$ cat config.mk
export PLATFORM = sky130hd
export DESIGN_NAME = hrm_ctrl_flat
export DESIGN_NICKNAME = d
export VERILOG_FILES = /design/src/rtl/hrm_ctrl_if.sv /design/src/rtl/hrm_ctrl.sv /design/src/flat_wrapper.sv
export SDC_FILE = /design/constraint.sdc
export NUM_CORES = 1
export LEC_CHECK = 0
export CORE_AREA = 5 5 42 44
export CTS_CLUSTER_DIAMETER = 80
export DETAILED_ROUTE_END_ITERATION = 6
export DIE_AREA = 0 0 47 49
export DONT_BUFFER_PORTS = 1
export PLACE_DENSITY = 0.66
export SLEW_MARGIN = 20
export SYNTH_ARGS = -nofsm -noshare
export SYNTH_HDL_FRONTEND = slang
export SYNTH_SLANG_ARGS = --single-unit
$ cat constraint.sdc
create_clock -name clk -period 3.2 [get_ports clk]
set_input_delay 0.64 -clock clk [delete_from_list [all_inputs] [get_ports clk]]
set_output_delay 0.64 -clock clk [all_outputs]
set_load 0.02 [all_outputs]
$ cat src/rtl/hrm_ctrl_if.sv
// Control bundle between the HRM sequencer and the datapath.
// master = controller (hrm_ctrl); slave = datapath side (PC, IR, RAM, FIFOs).
interface hrm_ctrl_if;
  logic [7:0] IR;
  logic       inbox_empty;
  logic       outbox_full;
  logic       wIR;
  logic       wM;
  logic       wPC;
  logic       branch;
  logic       ijump;
  logic       flagSel;
  logic [1:0] aluCtl;
  logic [1:0] srcR;
  logic       wR;
  logic       mRd;
  logic       mWr;
  logic       inbox_rd;
  logic       outbox_wr;
  logic       halted;
  logic       illegal;

  modport master (
    input  IR, inbox_empty, outbox_full,
    output wIR, wM, wPC, branch, ijump, flagSel, aluCtl, srcR,
           wR, mRd, mWr, inbox_rd, outbox_wr, halted, illegal
  );

  modport slave (
    output IR, inbox_empty, outbox_full,
    input  wIR, wM, wPC, branch, ijump, flagSel, aluCtl, srcR,
           wR, mRd, mWr, inbox_rd, outbox_wr, halted, illegal
  );
endinterface

$ cat src/rtl/hrm_ctrl.sv
// HRM CPU multi-cycle sequencer: fetch/decode/execute state machine driving
// PC, IR/operand loads, data RAM, accumulator, ALU and INBOX/OUTBOX strobes.
module hrm_ctrl (
  input  logic         clk,
  input  logic         rst,
  hrm_ctrl_if.master   bus
);

  typedef enum logic [3:0] {
    FETCH, LOADIR, DECODE, FETCH_OP, LOADOP, EXEC, WB, INBOX, OUTBOX, HALT
  } state_e;

  typedef enum logic [3:0] {
    OP_INBOX    = 4'h0,
    OP_OUTBOX   = 4'h1,
    OP_COPYFROM = 4'h2,
    OP_COPYTO   = 4'h3,
    OP_ADD      = 4'h4,
    OP_SUB      = 4'h5,
    OP_BUMPUP   = 4'h6,
    OP_BUMPDN   = 4'h7,
    OP_JUMP     = 4'h8,
    OP_JUMPZ    = 4'h9,
    OP_JUMPN    = 4'hA,
    OP_HALT     = 4'hF
  } op_e;

  state_e state_q, state_d;
  logic   halted_q, halted_d;
  logic   illegal_q, illegal_d;
  op_e    op;
  logic   is_jump;

  assign op      = op_e'(bus.IR[7:4]);
  assign is_jump = (op == OP_JUMP) || (op == OP_JUMPZ) || (op == OP_JUMPN);

  always_comb begin
    state_d   = state_q;
    halted_d  = halted_q;
    illegal_d = illegal_q;
    case (state_q)
      FETCH:    state_d = LOADIR;
      LOADIR:   state_d = DECODE;
      DECODE: begin
        case (op)
          OP_INBOX:  state_d = INBOX;
          OP_OUTBOX: state_d = OUTBOX;
          OP_COPYFROM, OP_COPYTO, OP_ADD, OP_SUB, OP_BUMPUP, OP_BUMPDN,
          OP_JUMP, OP_JUMPZ, OP_JUMPN:
                     state_d = FETCH_OP;
          OP_HALT: begin
            state_d  = HALT;
            halted_d = 1'b1;
          end
          default: begin
            state_d   = HALT;
            halted_d  = 1'b1;
            illegal_d = 1'b1;
          end
        endcase
      end
      FETCH_OP: state_d = LOADOP;
      LOADOP:   state_d = EXEC;
      EXEC: begin
        case (op)
          OP_COPYFROM, OP_ADD, OP_SUB, OP_BUMPUP, OP_BUMPDN: state_d = WB;
          default:                                           state_d = FETCH;
        endcase
      end
      WB:       state_d = FETCH;
      INBOX:    if (!bus.inbox_empty) state_d = FETCH;
      OUTBOX:   if (!bus.outbox_full) state_d = FETCH;
      HALT:     state_d = HALT;
      default:  state_d = FETCH;
    endcase
  end

  always_ff @(posedge clk or negedge rst) begin
    if (!rst) begin
      state_q   <= FETCH;
      halted_q  <= 1'b0;
      illegal_q <= 1'b0;
    end else begin
      state_q   <= state_d;
      halted_q  <= halted_d;
      illegal_q <= illegal_d;
    end
  end

  // Strobes decode straight from the state register so an async reset
  // (state forced to FETCH) kills any in-flight write in the same instant.
  always_comb begin
    bus.wIR       = 1'b0;
    bus.wM        = 1'b0;
    bus.wPC       = 1'b0;
    bus.branch    = 1'b0;
    bus.ijump     = 1'b0;
    bus.flagSel   = 1'b0;
    bus.aluCtl    = 2'b00;
    bus.srcR      = 2'b00;
    bus.wR        = 1'b0;
    bus.mRd       = 1'b0;
    bus.mWr       = 1'b0;
    bus.inbox_rd  = 1'b0;
    bus.outbox_wr = 1'b0;
    case (state_q)
      LOADIR: begin
        bus.wIR = 1'b1;
        bus.wPC = 1'b1;
      end
      LOADOP: begin
        bus.wM  = 1'b1;
        bus.wPC = !is_jump;
      end
      EXEC: begin
        case (op)
          OP_COPYTO: bus.mWr = 1'b1;
          OP_COPYFROM, OP_ADD, OP_SUB, OP_BUMPUP, OP_BUMPDN: bus.mRd = 1'b1;
          OP_JUMP: begin
            bus.wPC    = 1'b1;
            bus.branch = 1'b1;
            bus.ijump  = 1'b1;
          end
          OP_JUMPZ: begin
            bus.wPC    = 1'b1;
            bus.branch = 1'b1;
          end
          OP_JUMPN: begin
            bus.wPC     = 1'b1;
            bus.branch  = 1'b1;
            bus.flagSel = 1'b1;
          end
          default: ;
        endcase
      end
      WB: begin
        case (op)
          OP_COPYFROM: begin
            bus.wR   = 1'b1;
            bus.srcR = 2'b01;
          end
          OP_ADD, OP_SUB: begin
            bus.wR     = 1'b1;
            bus.srcR   = 2'b10;
            bus.aluCtl = (op == OP_SUB) ? 2'b01 : 2'b00;
          end
          OP_BUMPUP, OP_BUMPDN: begin
            bus.wR     = 1'b1;
            bus.mWr    = 1'b1;
            bus.srcR   = 2'b10;
            bus.aluCtl = (op == OP_BUMPDN) ? 2'b11 : 2'b10;
          end
          default: ;
        endcase
      end
      INBOX: begin
        bus.inbox_rd = !bus.inbox_empty;
        bus.wR       = !bus.inbox_empty;
      end
      OUTBOX:  bus.outbox_wr = !bus.outbox_full;
      default: ;
    endcase
  end

  assign bus.halted  = halted_q;
  assign bus.illegal = illegal_q;

endmodule

$ cat src/flat_wrapper.sv
// flat-port wrapper written by rule: the top's interface ports become plain ports
module hrm_ctrl_flat 
  (clk, rst, bus_IR, bus_inbox_empty, bus_outbox_full, bus_wIR, bus_wM, bus_wPC, bus_branch, bus_ijump, bus_flagSel, bus_aluCtl, bus_srcR, bus_wR, bus_mRd, bus_mWr, bus_inbox_rd, bus_outbox_wr, bus_halted, bus_illegal);
  hrm_ctrl_if bus_i ();
  input  logic clk;
  input  logic rst;
  input wire logic [$bits(bus_i.IR)-1:0] bus_IR;
  input wire logic [$bits(bus_i.inbox_empty)-1:0] bus_inbox_empty;
  input wire logic [$bits(bus_i.outbox_full)-1:0] bus_outbox_full;
  output wire logic [$bits(bus_i.wIR)-1:0] bus_wIR;
  output wire logic [$bits(bus_i.wM)-1:0] bus_wM;
  output wire logic [$bits(bus_i.wPC)-1:0] bus_wPC;
  output wire logic [$bits(bus_i.branch)-1:0] bus_branch;
  output wire logic [$bits(bus_i.ijump)-1:0] bus_ijump;
  output wire logic [$bits(bus_i.flagSel)-1:0] bus_flagSel;
  output wire logic [$bits(bus_i.aluCtl)-1:0] bus_aluCtl;
  output wire logic [$bits(bus_i.srcR)-1:0] bus_srcR;
  output wire logic [$bits(bus_i.wR)-1:0] bus_wR;
  output wire logic [$bits(bus_i.mRd)-1:0] bus_mRd;
  output wire logic [$bits(bus_i.mWr)-1:0] bus_mWr;
  output wire logic [$bits(bus_i.inbox_rd)-1:0] bus_inbox_rd;
  output wire logic [$bits(bus_i.outbox_wr)-1:0] bus_outbox_wr;
  output wire logic [$bits(bus_i.halted)-1:0] bus_halted;
  output wire logic [$bits(bus_i.illegal)-1:0] bus_illegal;
  assign bus_i.IR = bus_IR;
  assign bus_i.inbox_empty = bus_inbox_empty;
  assign bus_i.outbox_full = bus_outbox_full;
  assign bus_wIR = bus_i.wIR;
  assign bus_wM = bus_i.wM;
  assign bus_wPC = bus_i.wPC;
  assign bus_branch = bus_i.branch;
  assign bus_ijump = bus_i.ijump;
  assign bus_flagSel = bus_i.flagSel;
  assign bus_aluCtl = bus_i.aluCtl;
  assign bus_srcR = bus_i.srcR;
  assign bus_wR = bus_i.wR;
  assign bus_mRd = bus_i.mRd;
  assign bus_mWr = bus_i.mWr;
  assign bus_inbox_rd = bus_i.inbox_rd;
  assign bus_outbox_wr = bus_i.outbox_wr;
  assign bus_halted = bus_i.halted;
  assign bus_illegal = bus_i.illegal;
  hrm_ctrl u_core (.clk(clk), .rst(rst), .bus(bus_i));
endmodule
* Word level (Yosys, flattened, before mapping)
Index checks and enable logic that the tools add are counted.
Storage, ports and cells: flip-flop bits (word level) 6
Operators by class: eq/ne operators 22, muxes and demuxes 28, bitwise logic cells 2, reductions and logical operators 18
Operators by type and width (number):
- 4-bit case mux with 9 select lines | 1
- 4-bit by 3-bit == test with 1-bit output (second input constant) | 8
- 4-bit == test (second input constant) | 6
- 4-bit by 2-bit == test with 1-bit output (second input constant) | 4
- 1-bit 2-to-1 mux | 16
- 4-bit case mux with 3 select lines | 1
- 12-bit OR reduction | 1
- 11-bit OR reduction | 1
- 9-bit OR reduction | 1
- 4-bit by 1-bit == test with 1-bit output (second input constant) | 2
- 4-bit logical NOT | 2
- 4-bit 2-to-1 mux | 2
- 2-bit case mux with 2 select lines | 2
- 2-bit AND reduction | 3
- 5-bit OR reduction | 1
- 2-bit 2-to-1 mux | 2
- 2-bit != test (second input constant) | 2
- 1-bit case mux with 2 select lines | 2
- 2-bit OR reduction | 2
- 4-bit OR reduction | 1
- 1-bit logical NOT | 3
- 3-bit 2-to-1 mux | 1
- 1-bit case mux with 3 select lines | 1
- 3-bit OR reduction | 1
- other kinds (2) | 4

* Longest topological paths before layout
Gate-level depths: netlist (run 1).
word-level depth 5, depth in mapped cells 4, gate-level depth less buffers 3

* Worst setup path after synthesis (run 1)
OpenSTA, ideal clock, no wires.
path type input to output, start point input port bus_IR[6], end point output port bus_srcR[0], arrival time 1557 ps, required time 2560 ps, slack 1003 ps, stages 2, buffers on the path 1, path through clkbuf_1 > nor4_1
On the way: word-level cells in the longest chain between the ends 4
Ends and longest elaborated chain:
- start, declared | line flat_wrapper.sv:7 | input wire logic [$bits(bus_i.IR)-1:0] bus_IR;
- 4-bit by 3-bit == test with 1-bit output | line hrm_ctrl.sv:137 | case (op)
- 4-bit OR reduction (no source line)
- 2-bit case mux with 2 select lines (*) | line hrm_ctrl.sv:137
- 2-bit 2-to-1 mux (*) | line hrm_ctrl.sv:106 | case (state_q)
- end, declared | line flat_wrapper.sv:17 | output wire logic [$bits(bus_i.srcR)-1:0] bus_srcR;
Every way passes the cells marked *; elsewhere a longest branch is shown, timed or not.

* Worst setup path in the final report (run 1)
start point register u_core.state_q[0], end point output port bus_aluCtl[0]
On the way: word-level cells in the longest chain between the ends 2
Ends and longest elaborated chain:
- start, declared | line hrm_ctrl.sv:28 | state_e state_q, state_d;
- start signal, assigned | line hrm_ctrl.sv:84 | state_q <= state_d;
- 4-bit by 3-bit == test with 1-bit output | line hrm_ctrl.sv:106
- 2-bit 2-to-1 mux | line hrm_ctrl.sv:106
- end, declared | line flat_wrapper.sv:16 | output wire logic [$bits(bus_i.aluCtl)-1:0] bus_aluCtl;
No other way between the ends.

==> metrics.log, run 1 <==
[metrics] result of the run: completed
[metrics] Total Routed Length: 1.365 mm
[metrics] ANT nets after route: 0
[metrics] actual transition at the worst max-transition pin: 909.1 ps
[metrics] Post-Synthesis Net Count: 83
[metrics] share of synthesized registers carrying an async set or reset: 1.000
[metrics] ratio of total power to cell area: 772.4 nW/µm²
[metrics] launch instance of the worst register-to-register path: u_core.state_q[0]
[metrics] Synth Area in Simple Gates: 0.5054
[metrics] CTS Hold Buffers Added: 0
[metrics] skew final: 1.266 ps
[metrics] combinational family with the most area after synthesis: simple AND/OR/NAND/NOR gates
[metrics] Met2 Wirelength: 674 µm
[metrics] final setup slack of the worst path: 662.7 ps
[metrics] placed wire-length estimate after detailed placement: 1.007 mm
[metrics] Crit Reg-Reg Endpoint: u_core.state_q[1]
[metrics] root cell of the clock tree: clkbuf_4
[metrics] count of flip-flops with a built-in enable after synthesis: 0
[metrics] compound-gate portion of the synthesized area: 0.1520
[metrics] Setup Fix Bufs, Post-CTS: 0
[metrics] gate count after technology mapping: 71
[metrics] XOR/XNOR share of the synthesized area: 0.01499
[metrics] Highest Signal Layer: met3
[metrics] count of standard-cell rows: 14
[metrics] Synth area leader: dfrtp_1
[metrics] r2r worst-path depth: 3
[metrics] total CTS buffers: 3
[metrics] proportion of synthesized area in mux cells: 0
[metrics] Core Util, Final: 0.4313
[metrics] total number of yosys warnings: 0
[metrics] detailed-route DRC error count: 0
[metrics] distinct cell type count after synthesis: 34
[metrics] Setup crit start: u_core.state_q[0]
[metrics] number of design-rule violations left by the first detailed-router iteration: 6
[metrics] placed cell count: 81
[metrics] die width: 47 µm
[metrics] standard cell with the maximum stage delay on the critical path: dfrtp_1
[metrics] endpoint class of the critical path: output pin
[metrics] max-slew violations: 0
[metrics] reported max-cap violation count: 0
[metrics] Vias: 521
[metrics] Worst IR Drop VDD: 0.3534 mV
[metrics] wire length the detailed router placed on met1: 601 µm
[metrics] adder and majority gate portion of the synthesized area: 0
[metrics] final count of hold timing violations: 0
[metrics] vias in the first global route: 473
[metrics] layout net count: 82
[metrics] delay of the slowest cell on the worst path: 530 ps
[metrics] DP Worst Slack: 919.7 ps
[metrics] clk sinks: 6
[metrics] clock slew at reported path FFs: 40 ps
[metrics] initial antenna violation count: 0
[metrics] count of cells resized by post-cts repair: 0
[metrics] I/O pins: 29
[metrics] overall die height: 49 µm
[metrics] core area: 1401 µm²
[metrics] critical path endpoint: bus_aluCtl[0]
[metrics] CTS H-tree lvls: 1
[metrics] top-area cell type share of the netlist area: 0.2570
[metrics] overall track demand over capacity in global routing: 0.1216
[metrics] RePlAce Congestion: 0.7192
[metrics] Synth Cell Area: 584.3 µm²
[metrics] chain of cells forming the critical path: nand4bb_1, nor3b_2, and2_1
[metrics] Non-Filler Instances: 84
[metrics] critical path arrival: 1900 ps
[metrics] ratio of routed vias to standard cells: 6.202
[metrics] kind of critical path: reg -> out
[metrics] total iterations of the first detailed-routing run: 4
[metrics] clock tree from TritonCTS: built
[metrics] sum of met3 wire segment lengths after detailed routing: 89 µm
[metrics] starting density of the core: 0.4170
[metrics] global-route wire length before repair: 2.104 mm
[metrics] most common flop cell mapped by yosys: dfrtp_1
[metrics] synthesized flop and latch total: 6
[metrics] layout overhead on the synthesized area: 3.426%
[metrics] final clock period utilization by the worst path: 0.7929
[metrics] crit path buf inv count: 0
[metrics] critical path data required time: 2560 ps
[metrics] final count of negative-setup-slack endpoints: 0
[metrics] Die Footprint: 2303 µm²
[metrics] number of buffers inserted by port buffering: 0
[metrics] Leakage: 0.2262 nW
[metrics] portion of the post-synthesis area used by sequential elements: 0.2570
[metrics] fraction of final layout cells sized beyond drive strength 1: 0.1029
[metrics] dominant delay contributor by cell family on the critical path: simple AND/OR/NAND/NOR gates
[metrics] min cycle time layout: 2537 ps
[metrics] worst hold-check path type: in -> async
[metrics] r2r setup slk: 1650 ps
[metrics] critical path depth: 3
[metrics] critical path peak fanout: 15
[metrics] setup repair after global routing missed its margin: false
[metrics] routed len/inst: 16.25 µm
[metrics] Achievable Freq: 0.3941 GHz
[metrics] clk buf depth: 2
[metrics] maximum number of pins on one net before global-route repair: 16
[metrics] Antenna diodes: 0
[metrics] startpoint types: flip-flop
[metrics] Synth top cells by count: dfrtp_1, nor2_1, clkbuf_1
[metrics] tightest slew margin relative to the limit: 0.3884
[metrics] Congestion Overflow GR: 0
[metrics] top cells by area in the synthesized netlist: dfrtp_1, nor4b_4, nand3b_1, nor2_1, o211ai_1
[metrics] clock network latency to the later pin of the worst-skew pair: 240 ps
[metrics] accumulated negative setup slack: 0 ps
[metrics] average footprint of a synthesized cell: 8.230 µm²
-- per-stage QoR --
step | cell area [µm²] | hold WS [ps] | total power (W)
after floorplan | 584.3 | 344.4 | 0.0003776
after global placement | 581.8 | 344.6 | 0.0003989
after detailed placement | 581.8 | 344.7 | 0.0004027
after CTS | 604.3 | 84.15 | 0.0004741
after global routing | 604.3 | 82.70 | 0.0005077
final | 604.3 | 96.52 | 0.0004668
-- kinds of logic after synthesis --
kind of cell | count (synthesis)
simple gates | 41
compound gates | 13
buf+inv | 10
flops | 6
xor+xnor | 1
-- cell usage in the layout, fill, tap and decap left out, drive strengths merged, types with 2 or more instances in the layout --
| master | instances |
|---|---|
| or4b | 2 |
| o31ai | 3 |
| o21bai | 2 |
| nand2 | 3 |
| nand4 | 3 |
| and2 | 4 |
| nand2b | 2 |
| inv | 3 |
| nor4 | 3 |
| a21oi | 2 |
| dfrtp | 6 |
| nor2b | 3 |
| nand3b | 3 |
| nor2 | 6 |
| nor4b | 3 |
| clkbuf | 3 |
| o211ai | 3 |
-- worst min path at each step --
stage / startpoint / endpoint / slack [ps] / cells after the start
2_1_floorplan: rst / u_core.bus.halted / 340 / 0
3_3_place_gp: rst / u_core.state_q[3] / 340 / 0
3_5_place_dp: rst / u_core.bus.illegal / 340 / 0
4_1_cts: rst / u_core.bus.illegal / 80 / 0
5_1_grt: rst / u_core.state_q[0] / 80 / 0
6_report: rst / u_core.bus.illegal / 100 / 0
-- power by group --
part,internal [W],switching [W],total [W]
registers,0.000109,0.0000938,0.000203
clock network,0.0000422,0.0000243,0.0000665
logic,0.0000940,0.000103,0.000197
-- worst reg2reg max path, cell delays in order, from the launching register on --
cell,delay (ps)
dfrtp_1,530
nor4b_4,400
or4b_1,460
nand4_1,100
-- metal layers --
layer,up-vias,track usage
li1,259,-
met5,-,0
met1,247,0.1581
met4,0,0.05530
met2,15,0.1810
met3,0,0.03321
-- cell type report --
class	count	area (µm²)
clock buffer	3	22.52
fill	152	797.0
inverter	3	11.26
multi-input combinational	55	392.9
sequential	6	150.1
tap	16	20.02
timing repair buffer	1	7.507
-- flip-flops by register name (all words and copies together) (netlist names) --
register and flops:
u_core.bus.halted 1, u_core.bus.illegal 1, u_core.state_q 4
Note: power is estimated with default switching activity, not from simulation.
==> inputs of run 2 (changes only) <==
Clock period 3.2 ns to 2.4 ns, I/O delays scaled along.
==> run 2 against run 1 <==
  * Via count increased by 4.2%
  * Hold slack better by 320 ps
  * Power increased by 39%
  * Final cell count is 7.1% higher
  * Die area stayed put
  * Global-route usage grew 1.5 points
  * Largest power group is now combinational logic
==> metrics.log, run 2 (synthesis results as in run 1) <==
[metrics] number of filler instances in the final layout: 145 (-4.6%)
[metrics] initial antenna violation count: 0 (unchanged)
[metrics] Non-Filler Instances: 90 (+7.1%)
[metrics] core area: 1401 µm² (unchanged)
[metrics] Antenna diodes: 0 (unchanged)
[metrics] overall die height: 49 µm (unchanged)
[metrics] count of cells resized by post-cts repair: 0 (unchanged)
[metrics] commonest cells after routing, fill and taps aside: nor2_1, buf_4, dfrtp_1
[metrics] clk buf depth: 2 (unchanged)
[metrics] detailed-route DRC error count: 0 (unchanged)
[metrics] kind of critical path: reg -> out
[metrics] Total Routed Length: 1.379 mm (+1.0%)
[metrics] placed wire-length estimate after detailed placement: 1.038 mm (+3.1%)
[metrics] clock slew at reported path FFs: 40 ps (about the same)
[metrics] number of buffers inserted by port buffering: 0 (unchanged)
[metrics] clock tree from TritonCTS: built
[metrics] global-route wire length before repair: 2.304 mm (+9.5%)
[metrics] layout net count: 88 (+7.3%)
[metrics] starting density of the core: 0.4170 (unchanged)
[metrics] critical path peak fanout: 11 (-4)
[metrics] routed len/inst: 15.32 µm (-5.7%)
[metrics] met1 Resource Use GR: 0.1652 (+0.007049)
[metrics] CTS H-tree lvls: 1 (unchanged)
[metrics] critical path arrival: 1720 ps (-180 ps)
[metrics] startpoint types: flip-flop
[metrics] Biggest register: u_core.state_q
[metrics] number of design-rule violations left by the first detailed-router iteration: 8 (+2)
[metrics] maximum number of pins on one net before global-route repair: 14 (-2)
[metrics] CTS Hold Buffers Added: 1 (+1)
[metrics] final count of hold timing violations: 0 (unchanged)
[metrics] met2 Track Usage GR: 0.2059 (+0.02489)
[metrics] Achievable Freq: 0.4541 GHz
[metrics] min cycle time layout: 2202 ps
[metrics] Setup Fix Bufs, Post-CTS: 0 (unchanged)
[metrics] Largest register FFs: 4 (unchanged)
[metrics] actual transition at the worst max-transition pin: 549.4 ps (-359.7 ps)
[metrics] ratio of routed vias to standard cells: 6.033 (-2.7%)
[metrics] fraction of final layout cells sized beyond drive strength 1: 0.1622 (+0.05922)
[metrics] tightest slew margin relative to the limit: 0.6286 (+0.2402)
[metrics] Leakage: 0.2569 nW (+14%)
[metrics] result of the run: completed
[metrics] total iterations of the first detailed-routing run: 4 (unchanged)
[metrics] vias in the first global route: 516 (+9.1%)
[metrics] most used routing layer in global routing: met2
[metrics] count of standard-cell rows: 14 (unchanged)
[metrics] Worst IR Drop VDD: 0.5010 mV (+42%)
[metrics] die width: 47 µm (unchanged)
[metrics] clock network latency to the later pin of the worst-skew pair: 240 ps (about the same)
[metrics] critical path data required time: 1920 ps (-640 ps)
[metrics] reported max-cap violation count: 0 (unchanged)
[metrics] total CTS buffers: 3 (unchanged)
[metrics] max-slew violations: 0 (unchanged)
[metrics] I/O pins: 29 (unchanged)
[metrics] Vias: 543 (+4.2%)
[metrics] accumulated negative setup slack: 0 ps (unchanged)
[metrics] clk sinks: 6 (unchanged)
[metrics] overall track demand over capacity in global routing: 0.1366 (+0.01495)
[metrics] Die Footprint: 2303 µm² (unchanged)
[metrics] Core Util, Final: 0.4652 (+0.03393)
[metrics] setup repair after global routing missed its margin: false
[metrics] layout overhead on the synthesized area: 11.56%
[metrics] Congestion Overflow GR: 0 (unchanged)
[metrics] placed cell count: 86 (+6.2%)
[metrics] met3 Track Usage GR: 0.04797 (+0.01476)
[metrics] skew final: 1.364 ps (+0.09839 ps)
[metrics] ratio of total power to cell area: 995.9 nW/µm² (+29%)
[metrics] RePlAce Congestion: 0.7343 (+2.1%)
[metrics] root cell of the clock tree: clkbuf_4
[metrics] final count of negative-setup-slack endpoints: 0 (unchanged)
[metrics] final clock period utilization by the worst path: 0.9176
[metrics] endpoint class of the critical path: output pin
[metrics] worst hold-check path type: in -> reg
[metrics] ANT nets after route: 0 (unchanged)
[run 2: worst max-delay path: stages, from the launching register on]
cell and delay, ps:
dfrtp_1 500, and4bb_1 380, nand3b_1 150, o211ai_1 450
[run 2: final timing paths]
path,start,endpoint,slack [ps],depth (start not counted)
min in group asynchronous,rst,u_core.state_q[2],560,1
min,bus_IR[6],u_core.bus.halted,420,2
max reg2reg,u_core.state_q[0],u_core.state_q[1],730,4
min reg2reg,u_core.bus.halted,u_core.bus.halted,630,1
max,u_core.state_q[3],bus_wPC,200,3
max in group asynchronous,rst,u_core.state_q[1],1630,1
[run 2: per-layer routing]
layer	part of all wire	wire length [µm]	vias to the layer above
met1	0.44	602	262
met2	0.52	715	10
met4	0	0	0
met5	0	0	-
met3	0.044	61	0
li1	-	-	271
[run 2: power breakdown]
group          leakage [nW]  total (W)  internal [W]  switching [W]
Sequential           0.0707   0.000262      0.000146       0.000117
Clock                0.0138  0.0000886     0.0000563      0.0000323
Combinational         0.172   0.000298      0.000144       0.000154
[run 2: stage by stage]
stage / setup WS (ps) / power [W] / hold slack, ps / area (µm²)
after floorplan: 364.5 / 0.0005035 / 184.4 / 584.3
after global routing: 62.94 / 0.0007057 / 440.0 / 651.9
after global placement: 454.5 / 0.0005526 / 184.6 / 619.3
after detailed placement: 456.1 / 0.0005563 / 184.6 / 619.3
final: 197.8 / 0.0006492 / 415.3 / 651.9
after CTS: 187.5 / 0.0006547 / 407.0 / 651.9
[run 2: final cells by class]
cell class	count	area, µm²	share of cell area
multi-input cells	55	392.9	0.6027
flip-flops and latches	6	150.1	0.2303
inverters	3	11.26	0.01727
clock buffers	3	22.52	0.03455
repair buffers	7	55.05	0.08445
well taps	16	20.02	0.03071
==> inputs of run 3 (changes only) <==
Settings changed: SKIP_CTS_REPAIR_TIMING from default to 1.
==> run 3 against run 2 <==
  * Design area is the same
  * Largest power group unchanged
  * Final cell count unchanged
  * Largest cell class unchanged
  * Highest routed layer unchanged
  * Non-clock buffer count unchanged
==> metrics.log, run 3 (synthesis results as in run 1) <==
[metrics] overall track demand over capacity in global routing: 0.1373 (+0.0007077)
[metrics] number of buffers inserted by port buffering: 0 (unchanged)
[metrics] r2r setup slk: 730 ps (about the same)
[metrics] startpoint types: flip-flop
[metrics] initial antenna violation count: 0 (unchanged)
[metrics] min cycle time layout: 2202 ps (-0.6690 ps)
[metrics] final count of hold timing violations: 0 (unchanged)
[metrics] layout net count: 88 (unchanged)
[metrics] RePlAce Congestion: 0.7343 (unchanged)
[metrics] tightest slew margin relative to the limit: 0.6286 (unchanged)
[metrics] Congestion Overflow GR: 0 (unchanged)
[metrics] kind of critical path: reg -> out
[metrics] worst hold-check path type: in -> reg
[metrics] core area: 1401 µm² (unchanged)
[metrics] accumulated negative setup slack: 0 ps (unchanged)
[metrics] Largest register FFs: 4 (unchanged)
[metrics] root cell of the clock tree: clkbuf_4
[metrics] placed wire-length estimate after detailed placement: 1.038 mm (unchanged)
[metrics] ratio of total power to cell area: 995.8 nW/µm² (about the same)
[metrics] Antenna diodes: 0 (unchanged)
[metrics] final count of negative-setup-slack endpoints: 0 (unchanged)
[metrics] Setup crit start: u_core.state_q[3]
[metrics] routed len/inst: 15.42 µm (+0.65%)
[metrics] Achievable Freq: 0.4542 GHz (about the same)
[metrics] fraction of final layout cells sized beyond drive strength 1: 0.1622 (unchanged)
[metrics] max-slew violations: 0 (unchanged)
[metrics] starting density of the core: 0.4170 (unchanged)
[metrics] clock tree from TritonCTS: built
[metrics] count of standard-cell rows: 14 (unchanged)
[metrics] post-layout total power: 0.0006491 W (about the same)
[metrics] Vias: 542 (-0.18%)
[metrics] Total Routed Length: 1.388 mm (+0.65%)
[metrics] clock slew at reported path FFs: 40 ps (about the same)
[metrics] clock network latency to the later pin of the worst-skew pair: 240 ps (about the same)
[metrics] met3 Track Usage GR: 0.04797 (unchanged)
[metrics] skew final: 1.394 ps (+0.03003 ps)
[metrics] setup repair after global routing missed its margin: false
[metrics] total iterations of the first detailed-routing run: 4 (unchanged)
[metrics] launch instance of the worst register-to-register path: u_core.state_q[0]
[metrics] met1 Resource Use GR: 0.1696 (+0.004464)
[metrics] endpoint class of the critical path: output pin
[metrics] critical path peak fanout: 11 (unchanged)
[metrics] Worst IR Drop VDD: 0.5011 mV (about the same)
[metrics] commonest cells after routing, fill and taps aside: nor2_1, buf_4, dfrtp_1
[metrics] vias in the first global route: 507 (-1.7%)
[metrics] die width: 47 µm (unchanged)
[metrics] detailed-route DRC error count: 0 (unchanged)
[metrics] critical path data required time: 1920 ps (about the same)
[metrics] overall die height: 49 µm (unchanged)
[metrics] clk sinks: 6 (unchanged)
[metrics] Biggest register: u_core.state_q
[metrics] clk buf depth: 2 (unchanged)
[metrics] r2r worst-path depth: 4 (unchanged)
[metrics] WHS: 415.5 ps (+0.1160 ps)
[metrics] reported max-cap violation count: 0 (unchanged)
[metrics] I/O pins: 29 (unchanged)
[metrics] final clock period utilization by the worst path: 0.9173 (about the same)
[metrics] Die Footprint: 2303 µm² (unchanged)
[metrics] layout overhead on the synthesized area: 11.56% (unchanged)
[metrics] Leakage: 0.2569 nW (unchanged)
[metrics] critical path endpoint: bus_wPC
[metrics] result of the run: completed
[metrics] Non-Filler Instances: 90 (unchanged)
[metrics] global-route wire length before repair: 2.311 mm (+0.30%)
[metrics] CTS H-tree lvls: 1 (unchanged)
[metrics] met2 Track Usage GR: 0.2036 (-0.002262)
[metrics] Crit Reg-Reg Endpoint: u_core.state_q[1]
[metrics] critical path arrival: 1720 ps (about the same)
[metrics] ANT nets after route: 0 (unchanged)
[metrics] ratio of routed vias to standard cells: 6.022 (-0.18%)
[metrics] number of design-rule violations left by the first detailed-router iteration: 8 (unchanged)
[metrics] maximum number of pins on one net before global-route repair: 14 (unchanged)
[metrics] total CTS buffers: 3 (unchanged)
[metrics] placed cell count: 86 (unchanged)
[metrics] actual transition at the worst max-transition pin: 549.4 ps (unchanged)
[metrics] most used routing layer in global routing: met2
==> run 3: cell counts in the layout (fill, tap and decap cells not counted) <==
No cell type changed its count.
==> run 3: worst min-delay path by stage <==
stage                     startpoint                end  slack, ps  cells past startpoint
after global routing       bus_IR[7]  u_core.bus.halted        440                      2
after detailed placement         rst  u_core.state_q[3]        180                      0
after floorplan                  rst  u_core.bus.halted        180                      0
after global placement           rst  u_core.state_q[3]        180                      0
after CTS                        rst  u_core.state_q[2]        -70                      0
final                      bus_IR[6]  u_core.bus.halted        420                      2
==> run 3: area by class of cell <==
cell class              instances  area (µm²)
clock buffers                   3       22.52
inverters                       3       11.26
well taps                      16       20.02
flip-flops and latches          6       150.1
multi-input cells              55       392.9
repair buffers                  7       55.05
fillers                       142       749.5
==> run 3: report_power, final <==
group,switching (W),leakage [nW],internal (W)
Combinational,0.000154,0.172,0.000144
Sequential,0.000116,0.0707,0.000146
Clock,0.0000323,0.0138,0.0000563
==> run 3: critical path, stage by stage (launching register included) <==
cell and delay [ps]:
dfrtp_1 500, and4bb_1 380, nand3b_1 150, o211ai_1 450
==> run 3: metrics by stage <==
stage	worst slack, ps	utilization	instance area (µm²)
after CTS	187.5	0.4580	641.9
after global placement	454.5	0.4420	619.3
after floorplan	364.5	-	584.3
after detailed placement	456.1	0.4420	619.3
final	198.5	0.4652	651.9
after global routing	62.94	0.4652	651.9
==> run 3: per-layer routing <==
layer  part of all wire  up-vias
met2               0.51       10
met5                  0        -
met1               0.45      261
met3              0.043        0
met4                  0        0
li1                   -      271
